<file path="src/rtl/tof_pkg.sv">
// rtl/tof_pkg.sv - shared FSM state, mode encoding and width helpers for the ToF frame sequencer
package tof_pkg;
    typedef enum logic [1:0] {
        IDLE    = 2'd0,
        ISSUE   = 2'd1,
        DRAIN   = 2'd2,
        RELEASE = 2'd3
    } tof_state_t;

    localparam logic MODE_PLANE = 1'b0;
    localparam logic MODE_FULL  = 1'b1;

    function automatic int sens_w(input int n_sens);
        return $clog2(n_sens);
    endfunction

    function automatic int grid_w(input int grid);
        return $clog2(grid);
    endfunction

    function automatic int addr_w(input int n_sens, input int grid);
        return sens_w(n_sens) + 2 * grid_w(grid);
    endfunction
endpackage

</file>
<file path="src/rtl/tof_frame_sequencer_if.sv">
// rtl/tof_frame_sequencer_if.sv - output beat stream of the ToF frame sequencer
interface tof_frame_sequencer_if #(
    parameter int DW     = 16,
    parameter int N_SENS = 8
);
    import tof_pkg::*;

    localparam int SW = sens_w(N_SENS);

    logic [DW-1:0] out_data;
    logic [SW-1:0] out_sens;
    logic          out_valid;
    logic          out_ready;
    logic          out_last;

    modport master (output out_data, output out_sens, output out_valid, output out_last, input out_ready);
    modport slave  (input out_data, input out_sens, input out_valid, input out_last, output out_ready);
endinterface

</file>
<file path="src/rtl/tof_out_fifo.sv">
// rtl/tof_out_fifo.sv - synchronous FIFO with occupancy count, buffers BRAM read beats
module tof_out_fifo #(
    parameter int W     = 8,
    parameter int DEPTH = 3
) (
    input  logic                       clk,
    input  logic                       rst,
    input  logic                       push,
    input  logic [W-1:0]               wdata,
    input  logic                       pop,
    output logic [W-1:0]               rdata,
    output logic                       empty,
    output logic [$clog2(DEPTH+1)-1:0] count
);
    localparam int CW = $clog2(DEPTH + 1);
    localparam int PW = $clog2(DEPTH);

    logic [W-1:0]  mem [DEPTH];
    logic [PW-1:0] wr_ptr;
    logic [PW-1:0] rd_ptr;

    // Depth need not be a power of two, so pointers wrap explicitly.
    function automatic logic [PW-1:0] bump(input logic [PW-1:0] p);
        return (p == PW'(DEPTH - 1)) ? '0 : p + 1'b1;
    endfunction

    always_ff @(posedge clk) begin
        if (push) mem[wr_ptr] <= wdata;
    end

    always_ff @(posedge clk) begin
        if (rst) begin
            wr_ptr <= '0;
            rd_ptr <= '0;
            count  <= '0;
        end else begin
            if (push) wr_ptr <= bump(wr_ptr);
            if (pop)  rd_ptr <= bump(rd_ptr);
            count <= count + CW'(push) - CW'(pop);
        end
    end

    assign rdata = mem[rd_ptr];
    assign empty = (count == '0);
endmodule

</file>
<file path="src/rtl/tof_frame_sequencer.sv">
// rtl/tof_frame_sequencer.sv - scans a ToF frame out of BRAM with credit-limited reads
// TOF_SENS_MASK_EN adds a sens_mask input that skips disabled sensors.
module tof_frame_sequencer
    import tof_pkg::*;
#(
    parameter int N_SENS   = 8,
    parameter int GRID     = 8,
    parameter int DW       = 16,
    parameter int BRAM_LAT = 1
) (
    input  logic                             clk,
    input  logic                             rst,
    input  logic                             drdy,
    input  logic                             mode,
    input  logic [$clog2(GRID)-1:0]          plane_row,
`ifdef TOF_SENS_MASK_EN
    input  logic [N_SENS-1:0]                sens_mask,
`endif
    output logic [addr_w(N_SENS, GRID)-1:0]  data_addr,
    output logic                             rd_en,
    input  logic [DW-1:0]                    rd_data,
    tof_frame_sequencer_if.master            stream,
    output logic                             busy,
    output logic                             frame_done
);
    localparam int SW    = sens_w(N_SENS);
    localparam int GW    = grid_w(GRID);
    localparam int DEPTH = BRAM_LAT + 2;
    localparam int CW    = $clog2(DEPTH + 1);
    localparam int FW    = 1 + SW + DW;

    tof_state_t          state;
    logic                mode_s;
    logic [GW-1:0]       row_s;
    logic [N_SENS-1:0]   mask_s;
    logic [N_SENS-1:0]   mask_in;
    logic [SW-1:0]       sens;
    logic [GW-1:0]       row;
    logic [GW-1:0]       col;
    logic [SW:0]         first_sens;
    logic [SW:0]         nxt_sens;
    logic                last_addr;
    logic [BRAM_LAT-1:0] vpipe;
    logic [BRAM_LAT-1:0] lpipe;
    logic [SW-1:0]       spipe [BRAM_LAT];
    logic [CW-1:0]       occ;
    logic [3:0]          outstanding;
    logic                fifo_empty;
    logic [FW-1:0]       fifo_rdata;
    logic                pop;

`ifdef TOF_SENS_MASK_EN
    assign mask_in = sens_mask;
`else
    assign mask_in = '1;
`endif

    // Lowest enabled sensor index >= start; N_SENS (top bit set) when none remain.
    function automatic logic [SW:0] first_from(input logic [N_SENS-1:0] m, input int start);
        logic [SW:0] r;
        r = (SW+1)'(N_SENS);
        for (int i = N_SENS - 1; i >= 0; i--)
            if (i >= start && m[i]) r = (SW+1)'(i);
        return r;
    endfunction

    assign first_sens = first_from(mask_in, 0);
    assign nxt_sens   = first_from(mask_s, int'(sens) + 1);
    assign last_addr  = (col == GW'(GRID - 1)) && (mode_s == MODE_PLANE || row == GW'(GRID - 1)) && nxt_sens[SW];

    // Reads in the latency pipe plus FIFO entries bound how many beats can still land.
    always_comb begin
        outstanding = 4'(occ);
        for (int i = 0; i < BRAM_LAT; i++) outstanding = outstanding + 4'(vpipe[i]);
    end

    assign rd_en     = (state == ISSUE) && (mask_s != '0) && (outstanding < 4'(DEPTH));
    assign data_addr = {sens, row, col};
    assign busy      = (state == ISSUE) || (state == DRAIN);
    assign pop       = !fifo_empty && stream.out_ready;

    always_ff @(posedge clk) begin
        if (rst) begin
            vpipe <= '0;
        end else begin
            vpipe[0] <= rd_en;
            spipe[0] <= sens;
            lpipe[0] <= last_addr;
            for (int i = 1; i < BRAM_LAT; i++) begin
                vpipe[i] <= vpipe[i-1];
                spipe[i] <= spipe[i-1];
                lpipe[i] <= lpipe[i-1];
            end
        end
    end

    tof_out_fifo #(.W(FW), .DEPTH(DEPTH)) u_fifo (
        .clk   (clk),
        .rst   (rst),
        .push  (vpipe[BRAM_LAT-1]),
        .wdata ({lpipe[BRAM_LAT-1], spipe[BRAM_LAT-1], rd_data}),
        .pop   (pop),
        .rdata (fifo_rdata),
        .empty (fifo_empty),
        .count (occ)
    );

    assign stream.out_valid = !fifo_empty;
    assign stream.out_last  = fifo_rdata[FW-1];
    assign stream.out_sens  = fifo_rdata[DW +: SW];
    assign stream.out_data  = fifo_rdata[DW-1:0];

    always_ff @(posedge clk) begin
        if (rst) begin
            state      <= IDLE;
            mode_s     <= MODE_PLANE;
            row_s      <= '0;
            mask_s     <= '0;
            sens       <= '0;
            row        <= '0;
            col        <= '0;
            frame_done <= 1'b0;
        end else begin
            frame_done <= 1'b0;
            case (state)
                IDLE: if (drdy) begin
                    state  <= ISSUE;
                    mode_s <= mode;
                    row_s  <= plane_row;
                    mask_s <= mask_in;
                    sens   <= first_sens[SW-1:0];
                    row    <= (mode == MODE_FULL) ? '0 : plane_row;
                    col    <= '0;
                end
                ISSUE: if (mask_s == '0) begin
                    state      <= RELEASE;
                    frame_done <= 1'b1;
                end else if (rd_en) begin
                    if (last_addr) begin
                        state <= DRAIN;
                        sens  <= '0;
                        row   <= '0;
                        col   <= '0;
                    end else if (col != GW'(GRID - 1)) begin
                        col <= col + 1'b1;
                    end else begin
                        col <= '0;
                        if (mode_s == MODE_FULL && row != GW'(GRID - 1)) begin
                            row <= row + 1'b1;
                        end else begin
                            row  <= (mode_s == MODE_FULL) ? '0 : row_s;
                            sens <= nxt_sens[SW-1:0];
                        end
                    end
                end
                DRAIN: if (pop && fifo_rdata[FW-1]) begin
                    state      <= RELEASE;
                    frame_done <= 1'b1;
                end
                RELEASE: if (!drdy) state <= IDLE;
                default: state <= IDLE;
            endcase
        end
    end
endmodule

</file>
<file path="src/flat_wrapper.sv">
// flat-port wrapper written by rule: the top's interface ports become plain ports
module tof_frame_sequencer_flat import tof_pkg::*;
#(
    parameter int N_SENS   = 8,
    parameter int GRID     = 8,
    parameter int DW       = 16,
    parameter int BRAM_LAT = 1
)
  (clk, rst, drdy, mode, plane_row, data_addr, rd_en, rd_data, busy, frame_done, stream_out_data, stream_out_sens, stream_out_valid, stream_out_last, stream_out_ready);
  tof_frame_sequencer_if #(.DW(DW), .N_SENS(N_SENS)) stream_i ();
  input  logic clk;
  input  logic rst;
  input  logic drdy;
  input  logic mode;
  input  logic [$clog2(GRID)-1:0] plane_row;
  output logic [addr_w(N_SENS, GRID)-1:0] data_addr;
  output logic rd_en;
  input  logic [DW-1:0] rd_data;
  output logic busy;
  output logic frame_done;
  output wire logic [$bits(stream_i.out_data)-1:0] stream_out_data;
  output wire logic [$bits(stream_i.out_sens)-1:0] stream_out_sens;
  output wire logic [$bits(stream_i.out_valid)-1:0] stream_out_valid;
  output wire logic [$bits(stream_i.out_last)-1:0] stream_out_last;
  input wire logic [$bits(stream_i.out_ready)-1:0] stream_out_ready;
  assign stream_out_data = stream_i.out_data;
  assign stream_out_sens = stream_i.out_sens;
  assign stream_out_valid = stream_i.out_valid;
  assign stream_out_last = stream_i.out_last;
  assign stream_i.out_ready = stream_out_ready;
  tof_frame_sequencer #(.N_SENS(N_SENS), .GRID(GRID), .DW(DW), .BRAM_LAT(BRAM_LAT)) u_core (.clk(clk), .rst(rst), .drdy(drdy), .mode(mode), .plane_row(plane_row), .data_addr(data_addr), .rd_en(rd_en), .rd_data(rd_data), .stream(stream_i), .busy(busy), .frame_done(frame_done));
endmodule
</file>
<file path="config.mk">
export PLATFORM = sky130hd
export DESIGN_NAME = tof_frame_sequencer_flat
export DESIGN_NICKNAME = d
export VERILOG_FILES = /design/src/rtl/tof_pkg.sv /design/src/rtl/tof_frame_sequencer_if.sv /design/src/rtl/tof_out_fifo.sv /design/src/rtl/tof_frame_sequencer.sv /design/src/flat_wrapper.sv
export SDC_FILE = /design/constraint.sdc
export NUM_CORES = 1
export LEC_CHECK = 0
export BUFFER_PORTS_ARGS = -buffer_cell sky130_fd_sc_hd__buf_4
export CAP_MARGIN = 5
export CORE_MARGIN = 2
export CORE_UTILIZATION = 58
export CTS_CLUSTER_DIAMETER = 60
export DETAILED_ROUTE_END_ITERATION = 7
export PLACE_DENSITY = 0.78
export SLEW_MARGIN = 20
export SYNTH_ARGS = -nofsm -noshare
export SYNTH_HDL_FRONTEND = slang
export SYNTH_HIERARCHICAL = 1
export SYNTH_SLANG_ARGS = --single-unit
export TNS_END_PERCENT = 50
</file>
<file path="constraint.sdc">
create_clock -name clk -period 5.15 [get_ports clk]
set_input_delay 1.03 -clock clk [delete_from_list [all_inputs] [get_ports clk]]
set_output_delay 1.03 -clock clk [all_outputs]
set_load 0.1 [all_outputs]
</file>
==> qor.yml, run 1 <==
run_status:
  status: "complete, no violations"
clock_tree:
  cts_tree: "done"
  clock_sinks: 90
  clk_latency_ps: 340
  path_clk_slew_ps: 80
  cts_buffers: 9
  post_cts_resized: 0
  htree_levels: 3
  cts_hold_buf: 0
  post_cts_buffers: 0
  clock_path_buffers: 2
  cts_root_buf: "clkbuf_8"
logic_synthesis:
  synth_cell_types: 49
  synth_seq_area_share: 0.644
  synth-main-ff-cell: "edfxtp_1"
  synth_edf_count: 64
  synth.area.top_cells: "edfxtp_1 51%, dfxtp_1 14%, mux2i_1 5.3%"
  async_flop_share: 0
  synth_area_leader_cell: "edfxtp_1"
  synthesis.nets: 328
  syn_area_per_cell_sq_um: 13.1
  synthCells: 289
  ys_warn_count: 6
  ys_seq_elements: 90
  yosys.area.top_type_share: 0.507
  syn_area_sq_um: 3790
placed_design:
  place_inst: 414
  hpwl_microns: 4470
  port_buffers: 56
  gp_congestion: 0.798
hold_path:
  min_from: "u_core/row_s[2]"
  hold_class: "flip-flop to flip-flop"
  worstHoldPathCells: 2
  holdPathEnd: "u_core/row_s[2]"
critical_path:
  endpoint_kind: "output pin"
  crit_start: "u_core/vpipe"
  crit_type: "flip-flop to output pin"
  worstPathRequired_ps: 4120
  critPathMaxFanout: 7
  crit_chain: "ha_1, ha_1, a21oi_2, nor2b_1, buf_4"
  worst_path_largest_cell_delay_ps: 380
  cp_slowest_cell: "dfxtp_1"
  crit_top_cell: "ha_1"
  worst_setup_path_start_kind: "flip-flop"
  arrival_ps: 1990
  r2r-start: "u_core/vpipe"
  rrSetupSlack_ps: 3060
  worstReg2RegEnd: "u_core/col[2]"
  r2r_cells: 6
finish:
  final_cell_mix: "64 x edfxtp_1, 58 x buf_4, 31 x nand2_1, 26 x dfxtp_1"
  areaGrowthSynthToFinish_pct: 18.9
  final_nets: 388
  antenna_cells: 0
  finalNonFillerCells: 430
  drive_above_1_share: 0.246
  fin_util: 0.710
  final_common_cell: "edfxtp_1"
  fillers: 439
global_routing:
  track_usage: 0.192
  first_global_vias: 2317
  antenna_found_initial: 0
  grt_overflow: 0
  grt_pass1_wl_microns: 10700
  grt_max_degree: 41
sta:
  hold_viol_final: 0
  fmax_mhz: 331
  fin_crit_sh: 0.587
  fin_skew_ps: 9.95
  tightest_slew_ps: 671
  report.final.slew_viol_count: 0
  rsz0062_at_grt: "false"
  finalSetupTns_ps: 0
  fin_crit_ps: 3020
  relSlewSlack: 0.552
  setup_viol_count_final: 0
detailed_routing:
  drt-initial-drc-count: 108
  wire_per_inst_microns: 15.4
  vias_per_cell: 5.50
  ant_nets: 0
  wl_microns: 6610
  drt_pass1_iterations: 4
  drc_errors: 0
  vias: 2364
floorplanning:
  die_width_microns: 84.9
  fp.dieArea_sq_um: 7200
  initial_utilization: 0.597
  coreArea_sq_um: 6350
  die_y_microns: 84.9
  pin_count: 57
  rows: 29
power:
  power_density_nw_per_um2: 524
  p_leak_nw: 1.69
  ir_drop_mv: 0.454
  finalPower_mw: 2.36
job:
  maxCapViolCount: 0
## cell usage after synthesis, types with 2 or more instances
cell type   n
a21oi_1    15
a31o_2      4
a32oi_1     3
and2_1      2
buf_6       3
clkbuf_1    5
dfxtp_1    26
edfxtp_1   64
ha_1       15
inv_1      16
mux2_2      3
mux2i_1    20
nand2_1    31
nand2b_1    4
nand3_1     5
nand3b_1    2
nand4_1     2
nor2_1      7
nor2b_1     7
nor3_1      2
o211ai_1    2
o21ai_0     3
o21ai_1    20
o22ai_1     2
or4b_1      2
## worst max path at each step
stage	end	slack, ps	depth (start not counted)
3_3_place_gp	rd_en	2530	5
5_1_grt	rd_en	2010	5
6_report	rd_en	2130	5
4_1_cts	rd_en	2110	5
3_5_place_dp	rd_en	2500	5
2_1_floorplan	rd_en	1710	4
## sequential cells by signal, summed over array words and instances, names as in the netlist, 2 cells and up, named ones only
name	flops
u_core/u_fifo/mem	60
u_core/col	3
u_core/row	3
u_core/row_s	3
u_core/sens	3
u_core/spipe	3
u_core/state	2
u_core/u_fifo/count	2
u_core/u_fifo/rd_ptr	2
u_core/u_fifo/wr_ptr	2
## cell families (layout without fill, tap and decap cells)
logic type               Yosys count  after routing  synth area share
flip-flops                        90             90             0.644
buffers and inverters             26             90            0.0320
AO/OA/AOI/OAI                     61             61             0.105
XOR/XNOR                           1              1           0.00594
AND/OR/NAND/NOR                   73             73             0.103
adder cells (fa/ha/maj)           15             15            0.0495
multiplexers                      23             23            0.0617
## cell type report
type / count / area [sq um] / area share
sequential: 90 / 2440 / 0.542
tap: 77 / 96.3 / 0.0214
clock inverter: 6 / 91.3 / 0.0203
clock buffer: 9 / 124 / 0.0275
inverter: 16 / 60.1 / 0.0133
multi-input combinational: 173 / 1240 / 0.276
timing repair buffer: 59 / 450 / 0.0999
## metrics by stage
step	hold WS (ps)	setup WS [ps]	area [sq um]
after detailed placement	449	2500	4270
after global placement	443	2530	4270
after CTS	461	2110	4490
after global routing	495	2010	4510
final	460	2130	4510
after floorplan	434	1710	3790
## power breakdown
part	switching (mW)	total, mW	leakage (nW)	internal, mW
Clock	0.237	0.510	0.105	0.273
Combinational	0.721	0.986	0.788	0.265
Sequential	0.0408	0.868	0.795	0.827
## worst max-delay path, delay by kind of cell (launching register included)
family,cells,cell delay (ps)
compound gates,1,260
simple gates,1,200
flops,1,380
buf+inv,1,310
fa+ha+maj,2,510
## routing by layer
| metal | GRT usage | wire length (microns) | vias up |
|---|---|---|---|
| met5 | 0 | 0 | - |
| met4 | 0.0736 | 91 | 0 |
| met3 | 0.0321 | 240 | 9 |
| met2 | 0.330 | 3340 | 49 |
| met1 | 0.245 | 2940 | 1121 |
| li1 | - | - | 1185 |
(Power assumes the default switching activity.)
==> inputs of run 2 (changes only) <==
--- a/config.mk
+++ b/config.mk
@@ -8,10 +8,10 @@
 export BUFFER_PORTS_ARGS = -buffer_cell sky130_fd_sc_hd__buf_4
 export CAP_MARGIN = 5
 export CORE_MARGIN = 2
-export CORE_UTILIZATION = 58
+export CORE_UTILIZATION = 51
 export CTS_CLUSTER_DIAMETER = 60
 export DETAILED_ROUTE_END_ITERATION = 7
-export PLACE_DENSITY = 0.78
+export PLACE_DENSITY = 0.72
 export SLEW_MARGIN = 20
 export SYNTH_ARGS = -nofsm -noshare
 export SYNTH_HDL_FRONTEND = slang
==> constraint.sdc (replaced) <==
create_clock -name clk -period 2.55 [get_ports clk]
set_input_delay 0.51 -clock clk [delete_from_list [all_inputs] [get_ports clk]]
set_output_delay 0.51 -clock clk [all_outputs]
set_load 0.1 [all_outputs]
==> qor.yml, run 2 (same netlist as run 1, synthesis figures left out) <==
run_status:
  status: "complete, no violations"
clock_tree:
  clk_latency_ps: 350  # about the same
  htree_levels: 3  # unchanged
  clock_sinks: 90  # unchanged
  cts_root_buf: "clkbuf_8"
  cts_buffers: 9  # unchanged
  clock_path_buffers: 2  # unchanged
  cts_tree: "done"
  path_clk_slew_ps: 90  # about the same
finish:
  finalNonFillerCells: 455  # +5.8%
  fillers: 573  # +31%
  drive_above_1_share: 0.256  # +0.00916
  stdcell_area_sq_um: 4570  # +1.3%
  areaGrowthSynthToFinish_pct: 20.4
  largest_reg_flops: 60  # unchanged
  regMostFlops: "u_core/u_fifo/mem"
  antenna_cells: 0  # unchanged
  fin_util: 0.633  # -0.0768
  final_cell_mix: "64 x edfxtp_1, 59 x buf_4, 31 x nand2_1, 25 x dfxtp_1, 20 x mux2i_1"
  final_nets: 390  # +0.52%
  final_common_cell: "edfxtp_1"
critical_path:
  crit_type: "flip-flop to output pin"
  endpoint_kind: "output pin"
  crit_start: "u_core/vpipe"
  worstPathRequired_ps: 2040  # -2080 ps
  crit_top_cell: "ha_1"
  crit_chain: "ha_1, ha_1, a21oi_2, nor2b_1, buf_6"
  crit_family: "adder cells"
  worst_path_largest_cell_delay_ps: 360  # -20 ps
  cp.depth: 5  # unchanged
  worst_setup_path_start_kind: "flip-flop"
  critPathBufInv: 1  # unchanged
  arrival_ps: 1920  # -70 ps
  critPathMaxFanout: 7  # unchanged
  r2r_cells: 6  # unchanged
  cp_slowest_cell: "dfxtp_2"
  r2r-start: "u_core/state[0]"
detailed_routing:
  ant_nets: 0  # unchanged
  wl_microns: 6640  # +0.33%
  drt_pass1_iterations: 4  # unchanged
  drt-initial-drc-count: 85  # -21%
  vias: 2408  # +1.9%
  drc_errors: 0  # unchanged
  wire_per_inst_microns: 14.6  # -5.2%
  vias_per_cell: 5.29  # -3.7%
sta:
  finalSetupTns_ps: 0  # unchanged
  hold_slack_ps: 345  # -115 ps
  fin_skew_ps: 9.30  # -0.646 ps
  rsz0062_at_grt: "false"
  fin_crit_sh: 0.953
  setup_viol_count_final: 0  # unchanged
  tightest_slew_ps: 503  # -168 ps
  report.final.slew_viol_count: 0  # unchanged
  worst_slack_ps: 120  # -2010 ps
  relSlewSlack: 0.664  # +0.112
  fin_crit_ps: 2430
  hold_viol_final: 0  # unchanged
  fmax_mhz: 412
power:
  seqPwrFrac: 0.367  # about the same
  p_int_mw: 2.78  # +100%
  swShare: 0.423  # +0.000487
  p_switching_mw: 2.04  # +100%
  clkPwrFrac: 0.221  # +0.005
  comb_power_share: 0.411  # -0.006
  power_density_nw_per_um2: 1050  # +100%
  p_leak_nw: 1.71  # +1.4%
  ir_drop_mv: 0.767  # +69%
  finalPower_mw: 4.82  # +100%
floorplanning:
  die_y_microns: 90.2  # +6.3%
  initial_utilization: 0.526  # -0.0716
  coreArea_sq_um: 7210  # +14%
  pin_count: 57  # unchanged
  rows: 31  # +6.9%
  die_width_microns: 90.2  # +6.3%
  fp.dieArea_sq_um: 8140  # +13%
job:
  maxCapViolCount: 0  # unchanged
placed_design:
  place_area_sq_um: 4340  # +1.6%
  port_buffers: 56  # unchanged
  gp_congestion: 0.802  # +0.58%
  place_inst: 439  # +6.0%
  hpwl_microns: 4510  # +0.74%
  pre_cts_slack_ps: 445  # -2060 ps
global_routing:
  grt_max_degree: 39  # -4.9%
  track_usage: 0.169  # -0.0225
  grt_overflow: 0  # unchanged
  antenna_found_initial: 0  # unchanged
  first_global_vias: 2392  # +3.2%
  grt_pass1_wl_microns: 10900  # +1.6%
hold_path:
  hold_class: "primary input to flip-flop"
  worstHoldPathCells: 1  # -1
  min_from: "rd_data[8]"
==> run 2: metal layers <==
metal | up-vias | track usage | share of wire
met5 | - | 0 | 0
met4 | 0 | 0.0692 | 0.016
met3 | 12 | 0.0310 | 0.038
met2 | 59 | 0.304 | 0.52
met1 | 1143 | 0.200 | 0.43
li1 | 1194 | - | -
==> run 2: cell type report <==
type                            instances  area, sq um  share of cell area
Timing Repair Buffer                   61          474               0.104
Sequential cell                        90         2440               0.535
Clock inverter                          7          101              0.0222
Inverter                               16         60.1              0.0131
Tap cell                               99          124              0.0271
Clock buffer                            9          124              0.0271
Multi-Input combinational cell        173         1240               0.272
==> run 2: final timing paths <==
check | to | slack (ps)
min | u_core/u_fifo/mem[1][8] | 340
max reg2reg | u_core/sens[2] | 510
max | rd_en | 120
min reg2reg | u_core/row_s[2] | 460
==> run 2: power groups by stage <==
stage	Clock [mW]	Combinational [mW]	Sequential, mW
3_5_place_dp	0	1.98	1.80
2_1_floorplan	0	1.46	1.96
3_3_place_gp	0	1.97	1.80
6_report	1.07	1.98	1.77
5_1_grt	1.15	2.09	1.79
4_1_cts	1.09	1.99	1.77
==> run 2: repair_timing <==
action,CTS,global route
endpoints found under the setup margin,0,1
resized for setup,0,2
setup buffers,0,0
hold buffers,0,0
==> inputs of run 3 (changes only) <==
--- a/config.mk
+++ b/config.mk
@@ -11,10 +11,10 @@
 export CORE_UTILIZATION = 51
 export CTS_CLUSTER_DIAMETER = 60
 export DETAILED_ROUTE_END_ITERATION = 7
-export PLACE_DENSITY = 0.72
+export PLACE_DENSITY = 0.73
+export RECOVER_POWER = 100
 export SLEW_MARGIN = 20
 export SYNTH_ARGS = -nofsm -noshare
 export SYNTH_HDL_FRONTEND = slang
-export SYNTH_HIERARCHICAL = 1
 export SYNTH_SLANG_ARGS = --single-unit
 export TNS_END_PERCENT = 50
==> constraint.sdc (replaced) <==
create_clock -name clk -period 2.55 [get_ports clk]
set_input_delay 0.51 -clock clk [delete_from_list [all_inputs] [get_ports clk]]
set_output_delay 0.51 -clock clk [all_outputs]
set_load 0.005 [all_outputs]
==> qor.yml, run 3 <==
logic_synthesis:
  syn_area_per_cell_sq_um: 12.8  # -2.2%
  ys_warn_count: 0  # -6
  synth_edf_count: 64  # unchanged
  yosys.area.top_type_share: 0.516  # +0.00953
  synthesis.nets: 329  # +0.30%
  synth_seq_area_share: 0.656  # +0.0121
  syn_area_sq_um: 3720  # -1.8%
  synth_cell_types: 43  # -12%
  synthTopCellsByCount: "64 x edfxtp_1, 38 x nand2_1, 26 x dfxtp_1"
  async_flop_share: 0  # unchanged
  synthCells: 290  # +0.35%
  synth.area.top_cells: "edfxtp_1 52%, dfxtp_1 14%, mux2i_1 5.6%"
  synth-main-ff-cell: "edfxtp_1"
  synth_most_common_cell: "edfxtp_1"
  synth_area_leader_cell: "edfxtp_1"
  ys_seq_elements: 90  # unchanged
sta:
  finalSetupTns_ps: 0  # unchanged
  fin_crit_sh: 0.878  # -0.0750
  report.final.slew_viol_count: 0  # unchanged
  fin_crit_ps: 2240  # -191 ps
  fin_skew_ps: 9.65  # +0.349 ps
  tightest_slew_ps: 1080  # +579 ps
  setup_viol_count_final: 0  # unchanged
  fmax_mhz: 447  # +8.5%
  worst_slack_ps: 311  # +191 ps
  relSlewSlack: 0.278  # -0.385
  rsz0062_at_grt: "false"
  hold_slack_ps: 380  # +34.8 ps
  hold_viol_final: 0  # unchanged
placed_design:
  place_area_sq_um: 4310  # -0.58%
  pre_cts_slack_ps: 604  # +160 ps
  place_inst: 443  # +0.91%
  gp_congestion: 0.769  # -4.1%
  hpwl_microns: 4650  # +3.3%
  port_buffers: 56  # unchanged
clock_tree:
  cts_tree: "done"
  post_cts_resized: 0  # unchanged
  clock_sinks: 90  # unchanged
  htree_levels: 3  # unchanged
  cts_hold_buf: 0  # unchanged
  cts_buffers: 9  # unchanged
  post_cts_buffers: 0  # unchanged
  clock_path_buffers: 2  # unchanged
  path_clk_slew_ps: 90  # about the same
  clk_latency_ps: 350  # about the same
  cts_root_buf: "clkbuf_8"
detailed_routing:
  drc_errors: 0  # unchanged
  drt-initial-drc-count: 149  # +75%
  vias: 2380  # -1.2%
  wl_microns: 6540  # -1.5%
  ant_nets: 0  # unchanged
  vias_per_cell: 5.19  # -2.0%
  drt_pass1_iterations: 4  # unchanged
  wire_per_inst_microns: 14.2  # -2.4%
finish:
  regMostFlops: "u_core.u_fifo.mem"
  final_cell_mix: "64 x edfxtp_1, 38 x nand2_1, 26 x dfxtp_1, 24 x clkbuf_1"
  drive_above_1_share: 0.172  # -0.0834
  fin_util: 0.611  # -0.0224
  stdcell_area_sq_um: 4380  # -4.1%
  areaGrowthSynthToFinish_pct: 17.7
  final_nets: 394  # +1.0%
  largest_reg_flops: 60  # unchanged
  antenna_cells: 0  # unchanged
  final_common_cell: "edfxtp_1"
  finalNonFillerCells: 459  # +0.88%
critical_path:
  rrSetupSlack_ps: 480  # -30 ps
  r2r-start: "u_core.vpipe"
  worstReg2RegEnd: "u_core.state[0]"
  arrival_ps: 1730  # -190 ps
  crit_type: "flip-flop to output pin"
  critPathMaxFanout: 6  # -1
  endpoint_kind: "output pin"
  worst_setup_path_start_kind: "flip-flop"
  r2r_cells: 7  # +1
  crit_start: "u_core.vpipe"
  worstPathRequired_ps: 2040  # about the same
  endpoint: "rd_en"
power:
  finalPower_mw: 3.45  # -28%
  power_density_nw_per_um2: 787  # -25%
  ir_drop_mv: 0.479  # -37%
  p_leak_nw: 1.57  # -8.4%
floorplanning:
  initial_utilization: 0.519  # -0.00692
  pin_count: 57  # unchanged
  coreArea_sq_um: 7180  # -0.54%
  die_width_microns: 89.4  # -0.89%
  rows: 31  # unchanged
  die_y_microns: 89.4  # -0.89%
  fp.dieArea_sq_um: 8000  # -1.8%
hold_path:
  min_from: "rd_data[6]"
  hold_class: "primary input to flip-flop"
global_routing:
  first_global_vias: 2268  # -5.2%
  grt_pass1_wl_microns: 10200  # -7.0%
  grt_overflow: 0  # unchanged
  track_usage: 0.170  # +0.000427
  antenna_found_initial: 0  # unchanged
  grt_max_degree: 27  # -31%
job:
  maxCapViolCount: 0  # unchanged
run_status:
  status: "complete, no violations"
==> run 3: changes by cell type in the layout (fill, tap and decap cells not counted), moves of 5 or more <==
cell and delta:
a22oi_1 +5, o21ai_1 -19, a21oi_1 -6, clkbuf_1 +24, buf_4 -39, nand2_1 +7
clkbuf_4 +19, o21ai_0 +17, nor2_1 +15
==> run 3: routing by layer <==
layer,vias to the layer above,part of all wire,track usage
met5,-,0,0
met4,0,0.017,0.0706
met3,12,0.039,0.0397
met2,60,0.51,0.302
met1,1124,0.44,0.196
li1,1184,-,-
==> run 3: logic make-up after synthesis <==
logic type / count (synthesis) / share of synthesized area
compound gates: 54 / 0.102
xor+xnor: 2 / 0.00471
fa+ha+maj: 15 / 0.0504
buf+inv: 23 / 0.0269
flops: 90 / 0.656
mux: 23 / 0.0625
simple gates: 83 / 0.0978
==> run 3: power by group <==
part           switching, mW  internal, mW  total, mW
logic                  0.415         0.369      0.784
registers             0.0765          1.66       1.73
clock network          0.479         0.455      0.934
==> run 3: how the worst min path moves through the flow <==
stage,endpoint,slack (ps),cells after the start
floorplan,u_core.row_s[0],430,2
global placement,u_core.u_fifo.mem[0][17],450,0
finish,u_core.u_fifo.mem[1][6],380,1
CTS,u_core.u_fifo.mem[1][6],330,1
global route,u_core.u_fifo.mem[1][11],390,1
detailed placement,u_core.row_s[1],460,2
==> run 3: area by class of cell <==
cell class / count / area, sq um
Clock inverter: 6 / 66.3
Fill cell: 593 / 2790
Multi-Input combinational cell: 177 / 1160
Clock buffer: 10 / 128
Inverter: 13 / 48.8
Tap cell: 99 / 124
Timing Repair Buffer: 64 / 419
Sequential cell: 90 / 2440
==> run 3: worst max-delay path: stages (launching register included) <==
cell and delay, ps:
dfxtp_1 340, ha_1 200, ha_1 280, a21oi_2 250
nor2b_1 170, clkbuf_4 140
